$ cat src/rtl/i2s_source_core.sv
// I2S transmitter: 64-bit-period frames, left/right word fetch at each slot start.
// Optional macro I2S_SOURCE_UNDERFLOW_CNT_EN enables the saturating underflow counter.
`timescale 1ns/1ps
module i2s_source_core #(
   parameter int unsigned WIDTH = 24
) (
   input  logic             i2s_master_clk,
   input  logic             reset,
   input  logic             enable,
   input  logic [9:0]       clk_divide_ratio,
   input  logic [WIDTH-1:0] samples_data,
   input  logic             samples_valid,
   output logic             samples_ready,
   output logic             bck,
   output logic             lrck,
   output logic             sdata,
   output logic [15:0]      underflow_count
);

   localparam int unsigned P_W   = 4;
   localparam int unsigned B_W   = 6;
   localparam int unsigned CNT_W = 16;

   logic [P_W-1:0] p_q, p_d;
   logic [P_W-1:0] n_q, n_d, n_in;
   logic [B_W-1:0] b_q, b_d;
   logic [31:0]    word_q, word_d;
   logic [4:0]     s;
   logic           fetch_c;
   logic           in_word_c;
   logic           ratio_unused;

   assign ratio_unused = ^clk_divide_ratio[5:0];
   assign n_in = (clk_divide_ratio[9:6] < 4'd2) ? P_W'(2) : clk_divide_ratio[9:6];
   assign s    = b_q[4:0];

   // Fetch happens on the first phase of each slot (b = 0 or 32)
   assign fetch_c   = enable && !reset && (p_q == '0) && (s == '0);
   assign in_word_c = (s != '0) && (32'(s) <= WIDTH);

   assign samples_ready = fetch_c;
   assign bck   = enable && (p_q >= (n_q >> 1));
   assign lrck  = enable && b_q[5];
   assign sdata = enable && in_word_c && word_q[5'(WIDTH - 32'(s))];

   always_ff @(posedge i2s_master_clk or posedge reset) begin
      if (reset) begin
         p_q    <= '0;
         b_q    <= '0;
         n_q    <= P_W'(2);
         word_q <= '0;
      end else begin
         p_q    <= p_d;
         b_q    <= b_d;
         n_q    <= n_d;
         word_q <= word_d;
      end
   end

   // Phase/bit counters, bit-period latch and word capture
   always_comb begin
      p_d    = p_q;
      b_d    = b_q;
      n_d    = n_q;
      word_d = word_q;
      if (!enable) begin
         p_d = '0;
         b_d = '0;
      end else begin
         if ((p_q == '0) && (b_q == '0))
            n_d = n_in;
         if (fetch_c)
            word_d = samples_valid ? 32'(samples_data) : '0;
         if (p_q == n_q - P_W'(1)) begin
            p_d = '0;
            b_d = b_q + B_W'(1);
         end else begin
            p_d = p_q + P_W'(1);
         end
      end
   end

`ifdef I2S_SOURCE_UNDERFLOW_CNT_EN
   logic [CNT_W-1:0] uf_q;

   always_ff @(posedge i2s_master_clk or posedge reset) begin
      if (reset)
         uf_q <= '0;
      else if (fetch_c && !samples_valid && (uf_q != '1))
         uf_q <= uf_q + CNT_W'(1);
   end

   assign underflow_count = uf_q;
`else
   assign underflow_count = CNT_W'(0);
`endif

endmodule

$ cat config.mk
export PLATFORM = sky130hd
export DESIGN_NAME = i2s_source_core
export DESIGN_NICKNAME = d
export VERILOG_FILES = /design/src/rtl/i2s_source_core.sv
export SDC_FILE = /design/constraint.sdc
export NUM_CORES = 1
export LEC_CHECK = 0
export ABC_AREA = 1
export CORE_ASPECT_RATIO = 0.5
export CORE_MARGIN = 4
export CORE_UTILIZATION = 40
export DETAILED_ROUTE_END_ITERATION = 12
export PLACE_DENSITY_LB_ADDON = 0.15
export SKIP_CTS_REPAIR_TIMING = 1
export SYNTH_ARGS = -nofsm -noshare
export SYNTH_HDL_FRONTEND = slang
export SYNTH_SLANG_ARGS = --single-unit
$ cat constraint.sdc
create_clock -name i2s_master_clk -period 4 [get_ports i2s_master_clk]
set_clock_uncertainty 0.05 [all_clocks]
set_input_delay 1 -clock i2s_master_clk [delete_from_list [all_inputs] [get_ports i2s_master_clk]]
set_output_delay 1 -clock i2s_master_clk [all_outputs]
set_load 0.05 [all_outputs]
==> results.sh, run 1 <==
export IMPL_status="finished clean"
export IMPL_critical_path_startpoint_type="primary input"
export IMPL_final_setup_tns_ns=0
export IMPL_max_freq_mhz=300
export IMPL_layout_worst_path_cycle_share=0.834
export IMPL_ctsRootBufferMaster="clkbuf_16"
export IMPL_yosys_cell_types_count=30
export IMPL_die_height_um=62.5
export IMPL_tritoncts_num_buffers=5
export IMPL_tritoncts_num_sinks=38
export IMPL_post_drt_wl_per_cell_um=11.7
export IMPL_synthesis_area_per_instance_um2=7.59
export IMPL_rows=19
export IMPL_critical_path_endpoint_type="output port"
export IMPL_crit_type="primary input to output port"
export IMPL_fin_nets=393
export IMPL_gp_congestion=0.865
export IMPL_synth_area_top_cells="dfrtp_1, nand2_1, nand3_1"
export IMPL_finalMaxSlewViolations=0
export IMPL_pwr_density_cell_nw_per_um2=647
export IMPL_flow_area_growth_from_synthesis_pct=21.4
export IMPL_syn_cell_area_um2=2370
export IMPL_routed_wirelength_um=4910
export IMPL_synthTopCellsByCount="nand2_1, dfrtp_1, nand3_1"
export IMPL_max_stage_delay_ns=0.58
export IMPL_number_of_diodes=0
export IMPL_cp_arrival_ns=2.29
export IMPL_bufs_on_longest_clock_path=2
export IMPL_critical_path_slowest_cell="clkdlybuf4s50_1"
export IMPL_hp_class="flip-flop to flip-flop"
export IMPL_count_of_buffers_inserted_at_the_top_level_ports=35
export IMPL_hold_viol=0
export IMPL_area_of_the_die_um2=7310
export IMPL_leakage_nw=1.40
export IMPL_cp_max_fo=5
export IMPL_fill_cells=536
export IMPL_synth_edff_count=0
export IMPL_setup_viol=0
export IMPL_maximum_number_of_pins_on_one_net_before_global_route_repair=39
export IMPL_avgViaCountPerCell=4.65
export IMPL_grt_pass1_vias=1885
export IMPL_numPlacedInstances=413
export IMPL_detail_route_first_pass_iterations=4
export IMPL_floorplan_die_width_um=117
export IMPL_yosysSeqAreaShare=0.401
export IMPL_path_clk_slew_ns=0.06
export IMPL_dp_hpwl_um=3660
export IMPL_post_synth_top_flop="dfrtp_1"
export IMPL_unrepaired_setup_endpoints_after_global_routing="no"
export IMPL_synthDominantCellAreaShare=0.390
export IMPL_fin_crit_ns=3.34
export IMPL_cp_most_frequent_cell="nand2_1"
export IMPL_initial_core_util=0.423
export IMPL_cts_tree="yes"
export IMPL_drt_iter0_drc=88
export IMPL_post_synth_top_count_cell="nand2_1"
export IMPL_grtUsageTotal=0.140
export IMPL_num_io_pins=58
export IMPL_post_layout_nonfiller_instances=421
export IMPL_tightestPinTransition_ns=0.859
export IMPL_htree_num_levels=2
export IMPL_grt_ovfl_total=0
export IMPL_core_um2=5610
export IMPL_antenna_left=0
export IMPL_wire_length_of_the_first_global_routing_pass_um=8290
export IMPL_max_slew_margin_rel=0.426
export IMPL_yosysTopAreaCell="dfrtp_1"
export IMPL_antenna_found_initial=0
export IMPL_path_cells="clkdlybuf4s50_1 -> nand2_1 -> a31oi_1 -> nand2_1 -> nor2_1 -> buf_12"
export IMPL_dr_total_vias=1957
export IMPL_yosys_register_bits=38
export IMPL_worst_ir_drop_vdd_mv=0.204
export IMPL_clock_latency_ns=0.28
export IMPL_synth_async_reset_ratio=1.00
export IMPL_number_of_synthesis_warnings=0
export IMPL_remaining_drcs=0
export IMPL_post_synthesis_cells=313
export IMPL_worst_endpoint_required_ns=2.95
export IMPL_final_layout_size_suffix_gt1_frac=0.0891
export IMPL_drv_max_cap_violation_count=0
-- kinds of logic after synthesis --
logic type | after synthesis | synth area share
adder cells (fa/ha/maj) | 8 | 0.0422
buffers and inverters | 60 | 0.132
flip-flops | 38 | 0.401
other | 1 | 0.00158
AO/OA/AOI/OAI | 36 | 0.0827
XOR/XNOR | 12 | 0.0443
AND/OR/NAND/NOR | 158 | 0.297
-- routing by layer --
| metal | track usage | wire length, um | up-vias |
|---|---|---|---|
| met5 | 0 | 0 | - |
| met4 | 0.0558 | 74 | 0 |
| met3 | 0.0416 | 204 | 7 |
| met2 | 0.210 | 2150 | 46 |
| met1 | 0.188 | 2480 | 870 |
| li1 | - | - | 1034 |
-- metrics by stage --
step | setup slack (ns) | power, mW | utilization | area, um^2 | hold slack, ns
final | 0.662 | 1.87 | 0.514 | 2880 | 0.442
after global routing | 0.514 | 2.03 | 0.514 | 2880 | 0.471
after CTS | 0.652 | 1.89 | 0.514 | 2880 | 0.448
after detailed placement | 0.661 | 1.48 | 0.487 | 2730 | 0.433
after global placement | 0.659 | 1.46 | 0.487 | 2730 | 0.423
after floorplan | 0.755 | 1.29 | - | 2430 | 0.409
-- worst max-delay path: cells and delay by family --
kind                   cells  cell delay (ns)
buffers and inverters      2             0.75
AND/OR/NAND/NOR            3             0.37
AO/OA/AOI/OAI              1             0.16
-- registers in the layout, indices dropped and copies added (netlist names) --
register  cells
n_q           4
p_q           4
word_q       24
b_q           6
-- layout by cell type, fill, tap and decap left out, types with 2 or more instances in the layout --
master / n
nor3_1: 3
conb_1: 16
nand2_4: 2
nand3_1: 36
inv_2: 2
inv_1: 30
xnor2_1: 6
ha_1: 8
dfrtp_1: 37
buf_4: 6
clkbuf_16: 5
nand4_1: 3
buf_12: 2
nand2_1: 92
o21ai_0: 8
a21oi_1: 2
clkdlybuf4s50_1: 31
nor2_1: 15
nand3_2: 2
o21ai_1: 20
xor2_1: 6
o31ai_1: 2
nand2_2: 3
o21ai_2: 2
-- power breakdown --
part	total, mW	internal [mW]	switching [mW]
logic	0.828	0.311	0.518
registers	0.637	0.544	0.0931
clock network	0.401	0.247	0.154
total	1.87	1.10	0.765
-- final cells by class --
| type | count | area [um^2] | share of cell area |
|---|---|---|---|
| multi-input cells | 230 | 1170 | 0.405 |
| flip-flops and latches | 38 | 952 | 0.330 |
| repair buffers | 39 | 395 | 0.137 |
| clock buffers | 6 | 139 | 0.0482 |
| inverters | 33 | 126 | 0.0438 |
| well taps | 73 | 91.3 | 0.0317 |
| clock inverters | 2 | 12.5 | 0.00434 |
-- path summary, 6_finish.rpt --
check                                 startpoint                endpoint  slack (ns)  cells after the start
setup / recovery                          enable                   sdata        0.66                      6
hold / removal             word_q[5]$_DFFE_PP0P_   word_q[5]$_DFFE_PP0P_        0.44                      2
setup reg to reg              b_q[0]$_DFFE_PP0P_  word_q[11]$_DFFE_PP0P_        1.99                      9
hold reg to reg            word_q[5]$_DFFE_PP0P_   word_q[5]$_DFFE_PP0P_        0.44                      2
max in group asynchronous                  reset      n_q[1]$_DFFE_PP1P_        2.34                      3
min in group asynchronous                  reset      n_q[0]$_DFFE_PP0P_        1.21                      3
Power figures use the tool's default switching activity.
==> inputs of run 2 (changes only) <==
==> constraint.sdc (replaced) <==
create_clock -name i2s_master_clk -period 3.4 [get_ports i2s_master_clk]
set_clock_uncertainty 0.05 [all_clocks]
set_input_delay 0.85 -clock i2s_master_clk [delete_from_list [all_inputs] [get_ports i2s_master_clk]]
set_output_delay 0.85 -clock i2s_master_clk [all_outputs]
set_load 0.05 [all_outputs]
==> run 2 against run 1 <==
Net effect:
- utilization increased by 0.65 points
- combinational power grew 21%
- power grew 22%
- design area grew 1.3%
- first-iteration DRC count increased by 1.1%
- count of clock-buffer cells in the layout grew 1
- sequential power increased by 18%
- die area unchanged
- critical path type is now flip-flop to output port
==> results.sh, run 2 (synthesis gave the netlist of run 1 again) <==
export IMPL_largest_register_ff_count=24
export IMPL_antenna_found_initial=0
export IMPL_flow_area_growth_from_synthesis_pct=22.9
export IMPL_critical_path_startpoint_type="flip-flop"
export IMPL_worstSetupStartpoint="b_q[0]$_DFFE_PP0P_"
export IMPL_tritoncts_num_buffers=5
export IMPL_max_slew_margin_rel=0.407
export IMPL_r2r_end="word_q[12]$_DFFE_PP0P_"
export IMPL_layout_worst_path_cycle_share=0.929
export IMPL_maximum_number_of_pins_on_one_net_before_global_route_repair=39
export IMPL_dp_hpwl_um=3650
export IMPL_fin_crit_ns=3.16
export IMPL_avgViaCountPerCell=4.71
export IMPL_final_layout_size_suffix_gt1_frac=0.0833
export IMPL_path_clk_slew_ns=0.05
export IMPL_layout_top_registers="word_q: 24 flops, b_q: 6 flops"
export IMPL_final_design_area_no_fill_um2=2920
export IMPL_worst_ir_drop_vdd_mv=0.355
export IMPL_number_of_diodes=0
export IMPL_remaining_drcs=0
export IMPL_crit_type="flip-flop to output port"
export IMPL_drv_max_cap_violation_count=0
export IMPL_cp_arrival_ns=2.26
export IMPL_status="finished clean"
export IMPL_dpl_cell_area_um2=2760
export IMPL_initial_core_util=0.423
export IMPL_hp_class="flip-flop to flip-flop"
export IMPL_setup_viol=0
export IMPL_drt_iter0_drc=89
export IMPL_clock_latency_ns=0.28
export IMPL_wire_length_of_the_first_global_routing_pass_um=8440
export IMPL_gp_congestion=0.871
export IMPL_leakage_nw=1.41
export IMPL_grt_pass1_vias=1889
export IMPL_fin_nets=393
export IMPL_ctsRootBufferMaster="clkbuf_16"
export IMPL_grt_ovfl_total=0
export IMPL_detail_route_first_pass_iterations=4
export IMPL_core_um2=5610
export IMPL_finalMaxSlewViolations=0
export IMPL_r2r_start="b_q[0]$_DFFE_PP0P_"
export IMPL_max_freq_mhz=316
export IMPL_unrepaired_setup_endpoints_after_global_routing="no"
export IMPL_num_io_pins=58
export IMPL_post_layout_nonfiller_instances=421
export IMPL_die_height_um=62.5
export IMPL_critPathCapture="sdata"
export IMPL_cts_tree="yes"
export IMPL_final_common_cell="nand2_1"
export IMPL_grt_use_met2=0.220
export IMPL_dr_total_vias=1984
export IMPL_bufs_on_longest_clock_path=2
export IMPL_pwr_density_cell_nw_per_um2=779
export IMPL_grtUsageTotal=0.143
export IMPL_ff2ff_setup_slack_ns=1.38
export IMPL_grt_use_met1=0.196
export IMPL_most_frequent_cells_in_the_layout="nand2_1, dfrtp_1, nand3_1, clkdlybuf4s50_1, inv_1"
export IMPL_hold_viol=0
export IMPL_final_setup_tns_ns=0
export IMPL_area_of_the_die_um2=7310
export IMPL_grt_most_used_layer="met2"
export IMPL_regMostFlops="word_q"
export IMPL_htree_num_levels=2
export IMPL_tritoncts_num_sinks=38
export IMPL_rows=19
export IMPL_critical_path_endpoint_type="output port"
export IMPL_tightestPinTransition_ns=0.887
export IMPL_antenna_left=0
export IMPL_worst_endpoint_required_ns=2.50
export IMPL_routed_wirelength_um=4940
export IMPL_floorplan_die_width_um=117
export IMPL_worst_reg_to_reg_cells=9
export IMPL_post_drt_wl_per_cell_um=11.7
export IMPL_count_of_buffers_inserted_at_the_top_level_ports=35
export IMPL_numPlacedInstances=413
export IMPL_cp_max_fo=17
export IMPL_met3_usage=0.0358
## run 2: cell types whose count changed in the layout (fill, tap and decap cells not counted), sizes merged
| cell | previous run | this run |
|---|---|---|
| clkbuf | 6 | 7 |
| clkinv | 1 | 0 |
| bufinv | 0 | 1 |
| clkinvlp | 1 | 0 |
## run 2: worst min-delay path by stage
stage,from,end,depth (start not counted)
4_1_cts,word_q[2]$_DFFE_PP0P_,word_q[2]$_DFFE_PP0P_,2
6_report,word_q[23]$_DFFE_PP0P_,word_q[23]$_DFFE_PP0P_,2
3_5_place_dp,word_q[11]$_DFFE_PP0P_,word_q[11]$_DFFE_PP0P_,2
2_1_floorplan,word_q[11]$_DFFE_PP0P_,word_q[11]$_DFFE_PP0P_,2
3_3_place_gp,word_q[2]$_DFFE_PP0P_,word_q[2]$_DFFE_PP0P_,2
5_1_grt,word_q[23]$_DFFE_PP0P_,word_q[23]$_DFFE_PP0P_,2
## run 2: area by class of cell
type | instances | area (um^2)
Clock buffer | 7 | 133
Multi-Input combinational cell | 230 | 1170
Inverter | 33 | 126
Sequential cell | 38 | 952
Clock inverter | 1 | 30.0
Tap cell | 73 | 91.3
Timing Repair Buffer | 39 | 420
Fill cell | 540 | 2690
## run 2: per-layer routing
layer,vias to the layer above,wire length (um)
met5,-,0
met4,0,91
met3,9,245
met2,54,2130
met1,885,2480
li1,1036,-
## run 2: worst max-delay path: stages (launching register included)
cell     delay [ns]
dfrtp_1        0.39
inv_2          0.24
ha_1           0.39
inv_1          0.22
nand3_1        0.11
nand3_1        0.09
nand3_1        0.06
nand2_1        0.06
nand2_1        0.04
nor2_1         0.20
buf_12         0.17
## run 2: per-stage QoR
| stage | utilization | hold WS, ns | setup slack [ns] | total power [mW] |
|---|---|---|---|---|
| global route | 0.520 | 0.459 | 0.0142 | 2.48 |
| floorplan | - | 0.409 | 0.305 | 1.52 |
| global placement | 0.491 | 0.421 | 0.362 | 1.73 |
| CTS | 0.520 | 0.446 | 0.210 | 2.29 |
| detailed placement | 0.491 | 0.431 | 0.355 | 1.76 |
| finish | 0.520 | 0.445 | 0.240 | 2.28 |
## run 2: power by group
part           total [mW]  leakage (nW)  internal [mW]  switching [mW]
combinational        1.00         0.833          0.383           0.621
clock               0.521        0.0781          0.347           0.174
sequential          0.751         0.499          0.640           0.112
==> inputs of run 3 (changes only) <==
--- a/config.mk
+++ b/config.mk
@@ -6,6 +6,7 @@
 export NUM_CORES = 1
 export LEC_CHECK = 0
 export ABC_AREA = 1
+export CAP_MARGIN = 20
 export CORE_ASPECT_RATIO = 0.5
 export CORE_MARGIN = 4
 export CORE_UTILIZATION = 40
==> results of run 3 <==
No change in the layout: final DEF, timing and power equal those of run 2.
